[src/rtl/rob_multiport_if.sv]
// Bundle between rename/dispatch, the CDB, the commit stage and the ROB.
// Master drives dispatch and CDB traffic; slave is the reorder buffer.
`timescale 1ns/1ps
interface rob_multiport_if #(
    parameter int DEPTH     = 16,
    parameter int DISP_W    = 2,
    parameter int CMT_W     = 2,
    parameter int CDB_W     = 2,
    parameter int TAG_WIDTH = 6
);
    localparam int CNT_W = $clog2(DEPTH) + 1;

    logic [DISP_W-1:0]                disp_valid;
    logic [DISP_W-1:0][4:0]           disp_rd;
    logic [DISP_W-1:0][TAG_WIDTH-1:0] disp_tag;
    logic [DISP_W-1:0]                disp_is_st;
    logic                             stall;
    logic                             disp_ready;
    logic [CNT_W-1:0]                 rob_count;

    logic [CDB_W-1:0]                 cdb_valid;
    logic [CDB_W-1:0][TAG_WIDTH-1:0]  cdb_tag;
    logic [CDB_W-1:0][31:0]           cdb_data;
    logic [CDB_W-1:0]                 cdb_exc;

    logic [CMT_W-1:0]                 cmt_valid;
    logic [CMT_W-1:0][4:0]            cmt_rd;
    logic [CMT_W-1:0][TAG_WIDTH-1:0]  cmt_tag;
    logic [CMT_W-1:0][31:0]           cmt_data;
    logic                             exc_flush;
    logic [TAG_WIDTH-1:0]             exc_tag;

    modport master (
        output disp_valid, disp_rd, disp_tag, disp_is_st, stall,
        output cdb_valid, cdb_tag, cdb_data, cdb_exc,
        input  disp_ready, rob_count,
        input  cmt_valid, cmt_rd, cmt_tag, cmt_data, exc_flush, exc_tag
    );

    modport slave (
        input  disp_valid, disp_rd, disp_tag, disp_is_st, stall,
        input  cdb_valid, cdb_tag, cdb_data, cdb_exc,
        output disp_ready, rob_count,
        output cmt_valid, cmt_rd, cmt_tag, cmt_data, exc_flush, exc_tag
    );
endinterface

[src/rtl/rob_multiport.sv]
// Multi-port reorder buffer: one circular queue, DISP_W dispatch lanes,
// CDB_W writeback snoop ports, CMT_W in-order commit lanes, precise flush.
`timescale 1ns/1ps
module rob_multiport #(
    parameter int DEPTH     = 16,
    parameter int DISP_W    = 2,
    parameter int CMT_W     = 2,
    parameter int CDB_W     = 2,
    parameter int TAG_WIDTH = 6
) (
    input logic            clk,
    input logic            rst,
    rob_multiport_if.slave bus
);
    localparam int PTR_W = $clog2(DEPTH);
    localparam int CNT_W = PTR_W + 1;
    localparam int TW    = TAG_WIDTH;

    typedef logic [PTR_W-1:0] idx_t;
    typedef logic [CNT_W-1:0] ptr_t;

    logic [DEPTH-1:0]        r_valid;
    logic [DEPTH-1:0]        r_done;
    logic [DEPTH-1:0]        r_exc;
    logic [4:0]              r_rd   [DEPTH];
    logic [TW-1:0]           r_tag  [DEPTH];
    logic [31:0]             r_data [DEPTH];
    ptr_t                    r_head;
    ptr_t                    r_tail;
    logic                    r_flush_pending;
    logic [TW-1:0]           r_exc_tag;
    logic [CMT_W-1:0]        r_cmt_valid;
    logic [CMT_W-1:0][4:0]   r_cmt_rd;
    logic [CMT_W-1:0][TW-1:0] r_cmt_tag;
    logic [CMT_W-1:0][31:0]  r_cmt_data;

    logic [DEPTH-1:0]        w_valid_n;
    logic [DEPTH-1:0]        w_done_n;
    logic [DEPTH-1:0]        w_exc_n;
    logic [4:0]              w_rd_n   [DEPTH];
    logic [TW-1:0]           w_tag_n  [DEPTH];
    logic [31:0]             w_data_n [DEPTH];

    ptr_t                    w_count;
    idx_t                    w_hidx;
    logic                    w_exc_det;
    logic                    w_disp_ready;
    logic                    w_fire;
    logic                    w_contig;
    ptr_t                    w_nenq;
    idx_t                    w_eidx [DISP_W];
    logic [CMT_W-1:0]        w_cmt_mask;
    ptr_t                    w_ncmt;
    idx_t                    w_cidx [CMT_W];
    logic                    w_chain;
    logic                    w_hit;

    assign w_count = r_tail - r_head;
    assign w_hidx  = r_head[PTR_W-1:0];
    assign w_contig =
        (bus.disp_valid & (bus.disp_valid + DISP_W'(1))) == '0;

    // Head fault detection, dispatch admission and enqueue slot indices
    always_comb begin
        w_exc_det = !r_flush_pending && (w_count != '0) &&
                    r_valid[w_hidx] && r_done[w_hidx] && r_exc[w_hidx];
        w_disp_ready = (w_count <= ptr_t'(DEPTH - DISP_W)) &&
                       !r_flush_pending && !w_exc_det;
        w_fire = w_disp_ready && !bus.stall;
        w_nenq = '0;
        for (int i = 0; i < DISP_W; i++) begin
            w_eidx[i] = r_tail[PTR_W-1:0] + idx_t'(i);
            w_nenq    = w_nenq + ptr_t'(bus.disp_valid[i]);
        end
    end

    // In-order commit: lane k retires only if every older lane retires
    always_comb begin
        w_cmt_mask = '0;
        w_ncmt     = '0;
        w_chain    = !r_flush_pending;
        for (int k = 0; k < CMT_W; k++) begin
            w_cidx[k] = w_hidx + idx_t'(k);
            if (w_chain && (ptr_t'(k) < w_count) &&
                r_valid[w_cidx[k]] && r_done[w_cidx[k]] &&
                !r_exc[w_cidx[k]]) begin
                w_cmt_mask[k] = 1'b1;
                w_ncmt        = w_ncmt + ptr_t'(1);
            end else begin
                w_chain = 1'b0;
            end
        end
    end

    // Entry next state: CDB snoop, then commit, then enqueue, then flush
    always_comb begin
        w_valid_n = r_valid;
        w_done_n  = r_done;
        w_exc_n   = r_exc;
        w_rd_n    = r_rd;
        w_tag_n   = r_tag;
        w_data_n  = r_data;
        w_hit     = 1'b0;
        for (int e = 0; e < DEPTH; e++) begin
            w_hit = 1'b0;
            for (int p = 0; p < CDB_W; p++) begin
                if (!w_hit && r_valid[e] && !r_done[e] &&
                    bus.cdb_valid[p] && (bus.cdb_tag[p] == r_tag[e])) begin
                    w_hit       = 1'b1;
                    w_done_n[e] = 1'b1;
                    w_exc_n[e]  = bus.cdb_exc[p];
                    w_data_n[e] = bus.cdb_data[p];
                end
            end
        end
        for (int k = 0; k < CMT_W; k++) begin
            if (w_cmt_mask[k]) begin
                w_valid_n[w_cidx[k]] = 1'b0;
            end
        end
        if (w_fire) begin
            for (int i = 0; i < DISP_W; i++) begin
                if (bus.disp_valid[i]) begin
                    w_valid_n[w_eidx[i]] = 1'b1;
                    w_done_n[w_eidx[i]]  = bus.disp_is_st[i];
                    w_exc_n[w_eidx[i]]   = 1'b0;
                    w_rd_n[w_eidx[i]]    = bus.disp_rd[i];
                    w_tag_n[w_eidx[i]]   = bus.disp_tag[i];
                    w_data_n[w_eidx[i]]  = '0;
                end
            end
        end
        if (r_flush_pending) begin
            w_valid_n = '0;
        end
    end

    // Control state, pointers and registered commit / flush outputs
    always_ff @(posedge clk) begin
        if (rst) begin
            r_valid         <= '0;
            r_done          <= '0;
            r_exc           <= '0;
            r_head          <= '0;
            r_tail          <= '0;
            r_flush_pending <= 1'b0;
            r_exc_tag       <= '0;
            r_cmt_valid     <= '0;
            r_cmt_rd        <= '0;
            r_cmt_tag       <= '0;
            r_cmt_data      <= '0;
        end else begin
            r_valid <= w_valid_n;
            r_done  <= w_done_n;
            r_exc   <= w_exc_n;
            if (r_flush_pending) begin
                r_head          <= '0;
                r_tail          <= '0;
                r_flush_pending <= 1'b0;
                r_cmt_valid     <= '0;
            end else begin
                r_head          <= r_head + w_ncmt;
                if (w_fire) begin
                    r_tail <= r_tail + w_nenq;
                end
                r_flush_pending <= w_exc_det;
                if (w_exc_det) begin
                    r_exc_tag <= r_tag[w_hidx];
                end
                r_cmt_valid <= w_cmt_mask;
                for (int k = 0; k < CMT_W; k++) begin
                    if (w_cmt_mask[k]) begin
                        r_cmt_rd[k]   <= r_rd[w_cidx[k]];
                        r_cmt_tag[k]  <= r_tag[w_cidx[k]];
                        r_cmt_data[k] <= r_data[w_cidx[k]];
                    end
                end
            end
        end
    end

    // Entry payload; only meaningful while the entry's valid bit is set
    always_ff @(posedge clk) begin
        r_rd   <= w_rd_n;
        r_tag  <= w_tag_n;
        r_data <= w_data_n;
    end

    // Dispatch lanes must be filled contiguously from lane 0
    a_disp_contig: assert property (
        @(posedge clk) disable iff (rst) w_fire |-> w_contig);

    assign bus.disp_ready = w_disp_ready;
    assign bus.rob_count  = w_count;
    assign bus.cmt_valid  = r_cmt_valid;
    assign bus.cmt_rd     = r_cmt_rd;
    assign bus.cmt_tag    = r_cmt_tag;
    assign bus.cmt_data   = r_cmt_data;
    assign bus.exc_flush  = r_flush_pending;
    assign bus.exc_tag    = r_exc_tag;
endmodule
[src/flat_wrapper.sv]
// flat-port wrapper written by rule: the top's interface ports become plain ports
module rob_multiport_flat 
#(
    parameter int DEPTH     = 16,
    parameter int DISP_W    = 2,
    parameter int CMT_W     = 2,
    parameter int CDB_W     = 2,
    parameter int TAG_WIDTH = 6
)
  (clk, rst, bus_disp_valid, bus_disp_rd, bus_disp_tag, bus_disp_is_st, bus_stall, bus_cdb_valid, bus_cdb_tag, bus_cdb_data, bus_cdb_exc, bus_disp_ready, bus_rob_count, bus_cmt_valid, bus_cmt_rd, bus_cmt_tag, bus_cmt_data, bus_exc_flush, bus_exc_tag);
  rob_multiport_if #(.DEPTH(DEPTH), .DISP_W(DISP_W), .CMT_W(CMT_W), .CDB_W(CDB_W), .TAG_WIDTH(TAG_WIDTH)) bus_i ();
  input logic clk;
  input logic rst;
  input wire logic [$bits(bus_i.disp_valid)-1:0] bus_disp_valid;
  input wire logic [$bits(bus_i.disp_rd)-1:0] bus_disp_rd;
  input wire logic [$bits(bus_i.disp_tag)-1:0] bus_disp_tag;
  input wire logic [$bits(bus_i.disp_is_st)-1:0] bus_disp_is_st;
  input wire logic [$bits(bus_i.stall)-1:0] bus_stall;
  input wire logic [$bits(bus_i.cdb_valid)-1:0] bus_cdb_valid;
  input wire logic [$bits(bus_i.cdb_tag)-1:0] bus_cdb_tag;
  input wire logic [$bits(bus_i.cdb_data)-1:0] bus_cdb_data;
  input wire logic [$bits(bus_i.cdb_exc)-1:0] bus_cdb_exc;
  output wire logic [$bits(bus_i.disp_ready)-1:0] bus_disp_ready;
  output wire logic [$bits(bus_i.rob_count)-1:0] bus_rob_count;
  output wire logic [$bits(bus_i.cmt_valid)-1:0] bus_cmt_valid;
  output wire logic [$bits(bus_i.cmt_rd)-1:0] bus_cmt_rd;
  output wire logic [$bits(bus_i.cmt_tag)-1:0] bus_cmt_tag;
  output wire logic [$bits(bus_i.cmt_data)-1:0] bus_cmt_data;
  output wire logic [$bits(bus_i.exc_flush)-1:0] bus_exc_flush;
  output wire logic [$bits(bus_i.exc_tag)-1:0] bus_exc_tag;
  assign bus_i.disp_valid = bus_disp_valid;
  assign bus_i.disp_rd = bus_disp_rd;
  assign bus_i.disp_tag = bus_disp_tag;
  assign bus_i.disp_is_st = bus_disp_is_st;
  assign bus_i.stall = bus_stall;
  assign bus_i.cdb_valid = bus_cdb_valid;
  assign bus_i.cdb_tag = bus_cdb_tag;
  assign bus_i.cdb_data = bus_cdb_data;
  assign bus_i.cdb_exc = bus_cdb_exc;
  assign bus_disp_ready = bus_i.disp_ready;
  assign bus_rob_count = bus_i.rob_count;
  assign bus_cmt_valid = bus_i.cmt_valid;
  assign bus_cmt_rd = bus_i.cmt_rd;
  assign bus_cmt_tag = bus_i.cmt_tag;
  assign bus_cmt_data = bus_i.cmt_data;
  assign bus_exc_flush = bus_i.exc_flush;
  assign bus_exc_tag = bus_i.exc_tag;
  rob_multiport #(.DEPTH(DEPTH), .DISP_W(DISP_W), .CMT_W(CMT_W), .CDB_W(CDB_W), .TAG_WIDTH(TAG_WIDTH)) u_core (.clk(clk), .rst(rst), .bus(bus_i));
endmodule
[config.mk]
export PLATFORM = sky130hd
export DESIGN_NAME = rob_multiport_flat
export DESIGN_NICKNAME = d
export VERILOG_FILES = /design/src/rtl/rob_multiport_if.sv /design/src/rtl/rob_multiport.sv /design/src/flat_wrapper.sv
export SDC_FILE = /design/constraint.sdc
export NUM_CORES = 2
export LEC_CHECK = 0
export BUFFER_PORTS_ARGS = -buffer_cell sky130_fd_sc_hd__buf_2
export CAP_MARGIN = 20
export CORE_MARGIN = 2
export CORE_UTILIZATION = 40
export CTS_CLUSTER_DIAMETER = 200
export CTS_CLUSTER_SIZE = 8
export DETAILED_ROUTE_END_ITERATION = 7
export SLEW_MARGIN = 20
export SYNTH_ARGS = -nofsm -noshare
export SYNTH_HDL_FRONTEND = slang
export SYNTH_SLANG_ARGS = --single-unit
[constraint.sdc]
create_clock -name clk -period 8.4 [get_ports clk]
set_input_delay 0.42 -clock clk [delete_from_list [all_inputs] [get_ports clk]]
set_output_delay 0.42 -clock clk [all_outputs]
set_load 0.005 [all_outputs]
[Yosys cells after proc, flatten, opt, wreduce, memory -nomap -nowiden]
Cells that the tools add are included.
Word-level totals
  word-level logic and storage cells: 509
  bits of input ports: 109
  bits in registers: 841
  output and inout port bits: 101
Operators by class
  equal/unequal tests: 32
  $lt $le $gt $ge: 17
  mux-type cells: 197
  bitwise operators: 19
  reductions and logical operators: 175
  $add $sub $neg: 7
Operators with widths (number)
  512-bit 2-to-1 mux: 4
  32-bit 2-to-1 mux: 38
  512-bit bitwise AND: 2
  512-bit NOT: 2
  96-bit 2-to-1 mux: 3
  32-bit binary-select mux with 4-bit select: 2
  32-bit demux with 4-bit select: 2
  80-bit 2-to-1 mux: 3
  16-bit 2-to-1 mux: 14
  96-bit bitwise mux: 2
  6-bit equality test: 32
  80-bit bitwise mux: 2
  1-bit logical AND: 133
  1-bit 2-to-1 mux: 94
  16-bit bitwise AND: 4
  16-bit NOT: 4
  6-bit binary-select mux with 4-bit select: 2
  6-bit demux with 4-bit select: 2
  5-bit binary-select mux with 4-bit select: 2
  5-bit demux with 4-bit select: 2
  1-bit zero test: 37
  6-bit 2-to-1 mux: 6
  5-bit 2-to-1 mux: 7
  16-bit bitwise mux: 2
  19 further kinds: 46

[Longest topological paths before layout]
  word-level depth: 19
  mapped depth: 22
  depth with buffers taken out: 17

[Worst setup path before layout]
Ideal clock, no wire load.
  path kind: register to register
  start point: reg u_core.r_head[2]
  end point: reg u_core.r_done[11]
  data required time: 8.138 ns
  buffers on the path: 4
  setup time: 0.262 ns
  arrival time: 5.495 ns
  stages on the path, launching flop included: 15
  clock period less this slack: 5.757 ns
  slack: 2.643 ns
  cells stage by stage: dfxtp_1 -> clkbuf_1 -> clkbuf_1 -> clkbuf_1 -> inv_1 -> ha_1 -> and3b_1 -> or3_1 -> nand2_1 -> inv_2 -> o31ai_2 -> buf_2 -> o21ai_1 -> inv_2 -> a221oi_1
On the way
  cells in the longest elaborated chain, start to end: 10
  elaborated cells on any way between the ends: 18
  those cells by class: 1 x add/sub; 1 x order compare; 7 x mux; 9 x reduce/logical
RTL lines
  start: declaration: line rob_multiport.sv:28  | ptr_t r_head;
  start signal: assignment: line rob_multiport.sv:162  | r_head <= r_head + w_ncmt;
  parallel branches: the longest is 7 deep, another holds 5-bit subtractor
  1-bit logical AND *: line rob_multiport.sv:68  | !r_flush_pending && !w_exc_det;
  1-bit logical AND *: line rob_multiport.sv:69  | w_fire = w_disp_ready && !bus.stall;
  named net u_core.w_fire: line rob_multiport.sv:48  | logic w_fire;
  16-bit 2-to-1 mux *: line rob_multiport.sv:121  | if (w_fire) begin
  end signal: assignment: line rob_multiport.sv:154  | r_done <= w_done_n;
  end: declaration: line rob_multiport.sv:23  | logic [DEPTH-1:0] r_done;
Mark *: on every way through the listed nets, which the timed path passes. The select of a mux whose other input is x is not followed.
A chain may end at the register's enable or synchronous reset.

[Worst setup path after layout]
  start point: reg u_core.r_head[1]
  end point: out bus_disp_ready
On the way
  cells in the longest elaborated chain, start to end: 8
  elaborated cells on any way between the ends: 16
  those cells by class: 1 x add/sub; 1 x order compare; 6 x mux; 8 x reduce/logical
RTL lines
  parallel branches: the longest is 7 deep, another holds 5-bit subtractor
  1-bit logical AND *: line rob_multiport.sv:68
  end: declaration: line flat_wrapper.sv:23  | output wire logic [$bits(bus_i.disp_ready)-1:0] bus_disp_ready;
Mark *: on every way between the ends. The select of a mux whose other input is x is not followed.

==> flow_metrics.env <==
export IMPL_status="finished clean"
export IMPL_synth_cell_types=74
export IMPL_finalCriticalPeriod_ns=6.13
export IMPL_slew_violations=0
export IMPL_numPortBuffers=209
export IMPL_end_kind="output port"
export IMPL_worst_path_max_fanout=63
export IMPL_nets=5140
export IMPL_clock_path_buffers=3
export IMPL_start_util_pct=40.3
export IMPL_fmax_ghz=0.163
export IMPL_worst_hold_path_type="in2reg"
export IMPL_ys_ff_latch=841
export IMPL_clockPowerShare_pct=44.4
export IMPL_cts_buffers=115
export IMPL_finalSetupTns_ns=0
export IMPL_die_h_microns=368
export IMPL_insertion_delay_ns=0.76
export IMPL_vias=44901
export IMPL_r2r_start="u_core.r_head[1]$_SDFF_PP0_"
export IMPL_cpLargestDelayFamily="buffers and inverters"
export IMPL_drive_gt1_share_pct=19.1
export IMPL_fin_skew_ns=0.0526
export IMPL_whs_path_depth=3
export IMPL_clkTransAtPathRegs_ns=0.06
export IMPL_grt_start_max_net_pins=111
export IMPL_synth_flop_cell="dfxtp_1"
export IMPL_syn_area_sq_um=53000
export IMPL_synth_edf_count=176
export IMPL_drt_iter0_markers=6173
export IMPL_die_x_microns=368
export IMPL_ir_drop_mv=0.151
export IMPL_dp_hpwl_microns=129000
export IMPL_cp_depth=9
export IMPL_startpoint_type="register"
export IMPL_leakage_nw=26.3
export IMPL_rr_worst_depth=15
export IMPL_startpoint="u_core.r_head[1]$_SDFF_PP0_"
export IMPL_grt_ovfl_total=0
export IMPL_rsz0062_at_grt="false"
export IMPL_tightest_slew_ns=1.26
export IMPL_synth_nets=5327
export IMPL_crit_top_cell="buf_4"
export IMPL_r2r_setup_slack_ns=2.46
export IMPL_io_pins=210
export IMPL_switching_share_pct=27.5
export IMPL_worst_path_buf_inv=4
export IMPL_post_cts_resized=0
export IMPL_hold_viol=0
export IMPL_finalWeightedCongestion=0.970
export IMPL_final_setup_viol_count=0
export IMPL_min_to="u_core.r_data[441]$_DFF_P_"
export IMPL_cts_htree_levels=3
export IMPL_powerDensity_nw_per_um2=168
export IMPL_area_growth_pct=9.64
export IMPL_holdWs_ns=0.103
export IMPL_drt_pass1_iter_count=6
export IMPL_r2r_end="u_core.r_head[4]$_SDFF_PP0_"
export IMPL_worstPathArrival_ns=5.71
export IMPL_cp_required_ns=7.98
export IMPL_wire_per_inst_microns=31.2
export IMPL_wirelength_microns=212000
export IMPL_synth_seq_area_share_pct=35.1
export IMPL_die_area_sq_um=136000
export IMPL_syn_area_per_cell_sq_um=10.2
export IMPL_cts_tree="done"
export IMPL_drv_cap=0
export IMPL_synth_warning_count=0
export IMPL_route_detailed_drc=0
export IMPL_clock_sinks=841
export IMPL_max_slew_margin_pct=15.6
export IMPL_p_int_mw=7.10
export IMPL_cts_hold_buf=1
export IMPL_p_switching_mw=2.69
export IMPL_path_class="reg2out"
export IMPL_antenna_left=0
export IMPL_slowest_stage="buf_4"
export IMPL_comb_power_share_pct=10.2
export IMPL_async_flop_share_pct=0
export IMPL_synthCells=5201
export IMPL_std_cell_rows=133
export IMPL_viasPerCell=6.60
export IMPL_max_stage_delay_ns=0.94
export IMPL_finalCritPeriodShare_pct=72.9
export IMPL_first_global_vias=42388
export IMPL_grt_pass1_wl_microns=305000
export IMPL_postLayoutCoreUtil_pct=44.2
export IMPL_p_seq_share_pct=45.4
export IMPL_min_from="bus_cdb_data[25]"
export IMPL_grt_usage_pct=30.4
export IMPL_cts_root_buf="clkbuf_16"
export IMPL_antenna_found_initial=36
export IMPL_cts_setup_buffers=0
export IMPL_core_sq_um=131000
export IMPL_worstPathCellList="buf_4 -> buf_4 -> mux4_2 -> nand2_1 -> nand4_1 -> and2_1 -> buf_4 -> a21boi_0 -> buf_2"
placed cells by master, fill, tap and decap left out, types with 9 or more instances in the layout:
| cell | count |
|---|---|
| o21bai_1 | 9 |
| xor2_1 | 94 |
| nand3_1 | 188 |
| o311ai_0 | 13 |
| edfxtp_1 | 176 |
| nor2b_1 | 16 |
| o21ai_0 | 125 |
| xnor2_1 | 104 |
| o211ai_1 | 15 |
| nor3b_1 | 10 |
| nor2_1 | 412 |
| a211oi_1 | 259 |
| mux4_2 | 438 |
| a21oi_1 | 178 |
| mux2i_1 | 646 |
| clkbuf_1 | 27 |
| o211a_1 | 258 |
| nor2_2 | 13 |
| inv_1 | 30 |
| a31oi_1 | 22 |
| ha_1 | 13 |
| nor4_1 | 36 |
| nor3_1 | 19 |
| nand2_1 | 598 |
| dfxtp_1 | 662 |
| o22ai_1 | 14 |
| clkbuf_16 | 116 |
| buf_4 | 109 |
| nand3b_1 | 20 |
| buf_2 | 208 |
| and3_1 | 20 |
| nand4_1 | 32 |
state kept, by name, indices dropped and copies added (netlist names), 10 cells and up:
register and flops:
u_core.bus.cmt_rd 10, u_core.r_exc 16, u_core.bus.cmt_data 64, u_core.r_tag 96, u_core.r_rd 80, u_core.r_data 512
u_core.r_valid 16, u_core.r_done 16, u_core.bus.cmt_tag 12
worst min-delay path: stages:
cell,delay [ns]
buf_2,0.21
nor2_1,0.14
a211oi_1,0.05
cell type report:
type | instances | area [sq um]
clock inverters | 5 | 119
flip-flops and latches | 841 | 18600
multi-input cells | 3699 | 32100
fillers | 12279 | 73300
diodes | 7 | 17.5
repair buffers | 321 | 1930
clock buffers | 143 | 3000
inverters | 36 | 148
well taps | 1755 | 2200
cell usage after synthesis, types with 10 or more instances:
cell type  number  area, sq um
o311ai_0       13          114
nor2b_1        16          100
xor2_1         94          823
buf_1         110          413
buf_2          96          480
nor4_1         39          244
edfxtp_1      176         5290
nand3b_1       20          150
o22ai_1        14         87.6
nand3_1       188          941
clkbuf_1      410         1540
o21ai_0       125          626
a31oi_1        22          138
mux4_2        438         9860
nand4_1        32          200
dfxtp_1       665        13300
o211ai_1       15          113
nand2_1       608         2280
xnor2_1       106          928
mux2i_1       646         6470
nor2_1        425         1600
a21oi_1       181          906
nor3_1         19         95.1
and3_1         20          125
o211a_1       259         2590
ha_1           14          175
a211oi_1      259         1940
inv_1          31          116
nor3b_1        10         75.1
metrics by stage:
stage | worst slack, ns | instances | total power, mW | instance area [sq um]
floorplan | 2.64 | 5201 | 5.10 | 53000
global placement | 2.65 | 6649 | 5.46 | 54900
detailed placement | 2.65 | 6650 | 5.48 | 55000
CTS | 2.20 | 6799 | 9.78 | 58100
global route | 2.20 | 6807 | 10.0 | 58200
finish | 2.27 | 6807 | 9.79 | 58200
power groups by stage:
stage,combinational [mW],clock [mW],sequential (mW)
after detailed placement,0.963,0,4.52
after global placement,0.944,0,4.51
final,0.994,4.35,4.44
after CTS,0.966,4.38,4.43
after global routing,1.05,4.54,4.45
after floorplan,0.651,0,4.45
metal layers:
layer  part of all wire [%]  routed length [microns]  vias to the layer above  global-route usage [%]
met5                  0.073                      154                        -                       0
met4                    4.1                     8770                       26                    12.3
met3                     12                    25400                      545                    8.96
met2                     44                    94000                     2912                    46.1
met1                     40                    84000                    22392                    40.5
li1                       -                        -                    19026                       -
logic make-up after synthesis:
| family | count (synthesis) | synth area share [%] |
|---|---|---|
| AO/OA/AOI/OAI | 956 | 13.4 |
| XOR/XNOR | 200 | 3.30 |
| buffers and inverters | 661 | 5.01 |
| flip-flops | 841 | 35.1 |
| AND/OR/NAND/NOR | 1434 | 11.8 |
| multiplexers | 1092 | 31.0 |
| adder cells (fa/ha/maj) | 17 | 0.443 |
how the worst max path moves through the flow:
| stage | to | slack (ns) |
|---|---|---|
| 4_1_cts | bus_disp_ready | 2.20 |
| 5_1_grt | bus_disp_ready | 2.20 |
| 6_report | bus_disp_ready | 2.27 |
| 3_5_place_dp | u_core.r_head[4]$_SDFF_PP0_ | 2.65 |
| 3_3_place_gp | u_core.r_head[4]$_SDFF_PP0_ | 2.65 |
| 2_1_floorplan | u_core.r_done[11]$_SDFF_PP0_ | 2.64 |
Note: power is estimated with default switching activity, not from simulation.
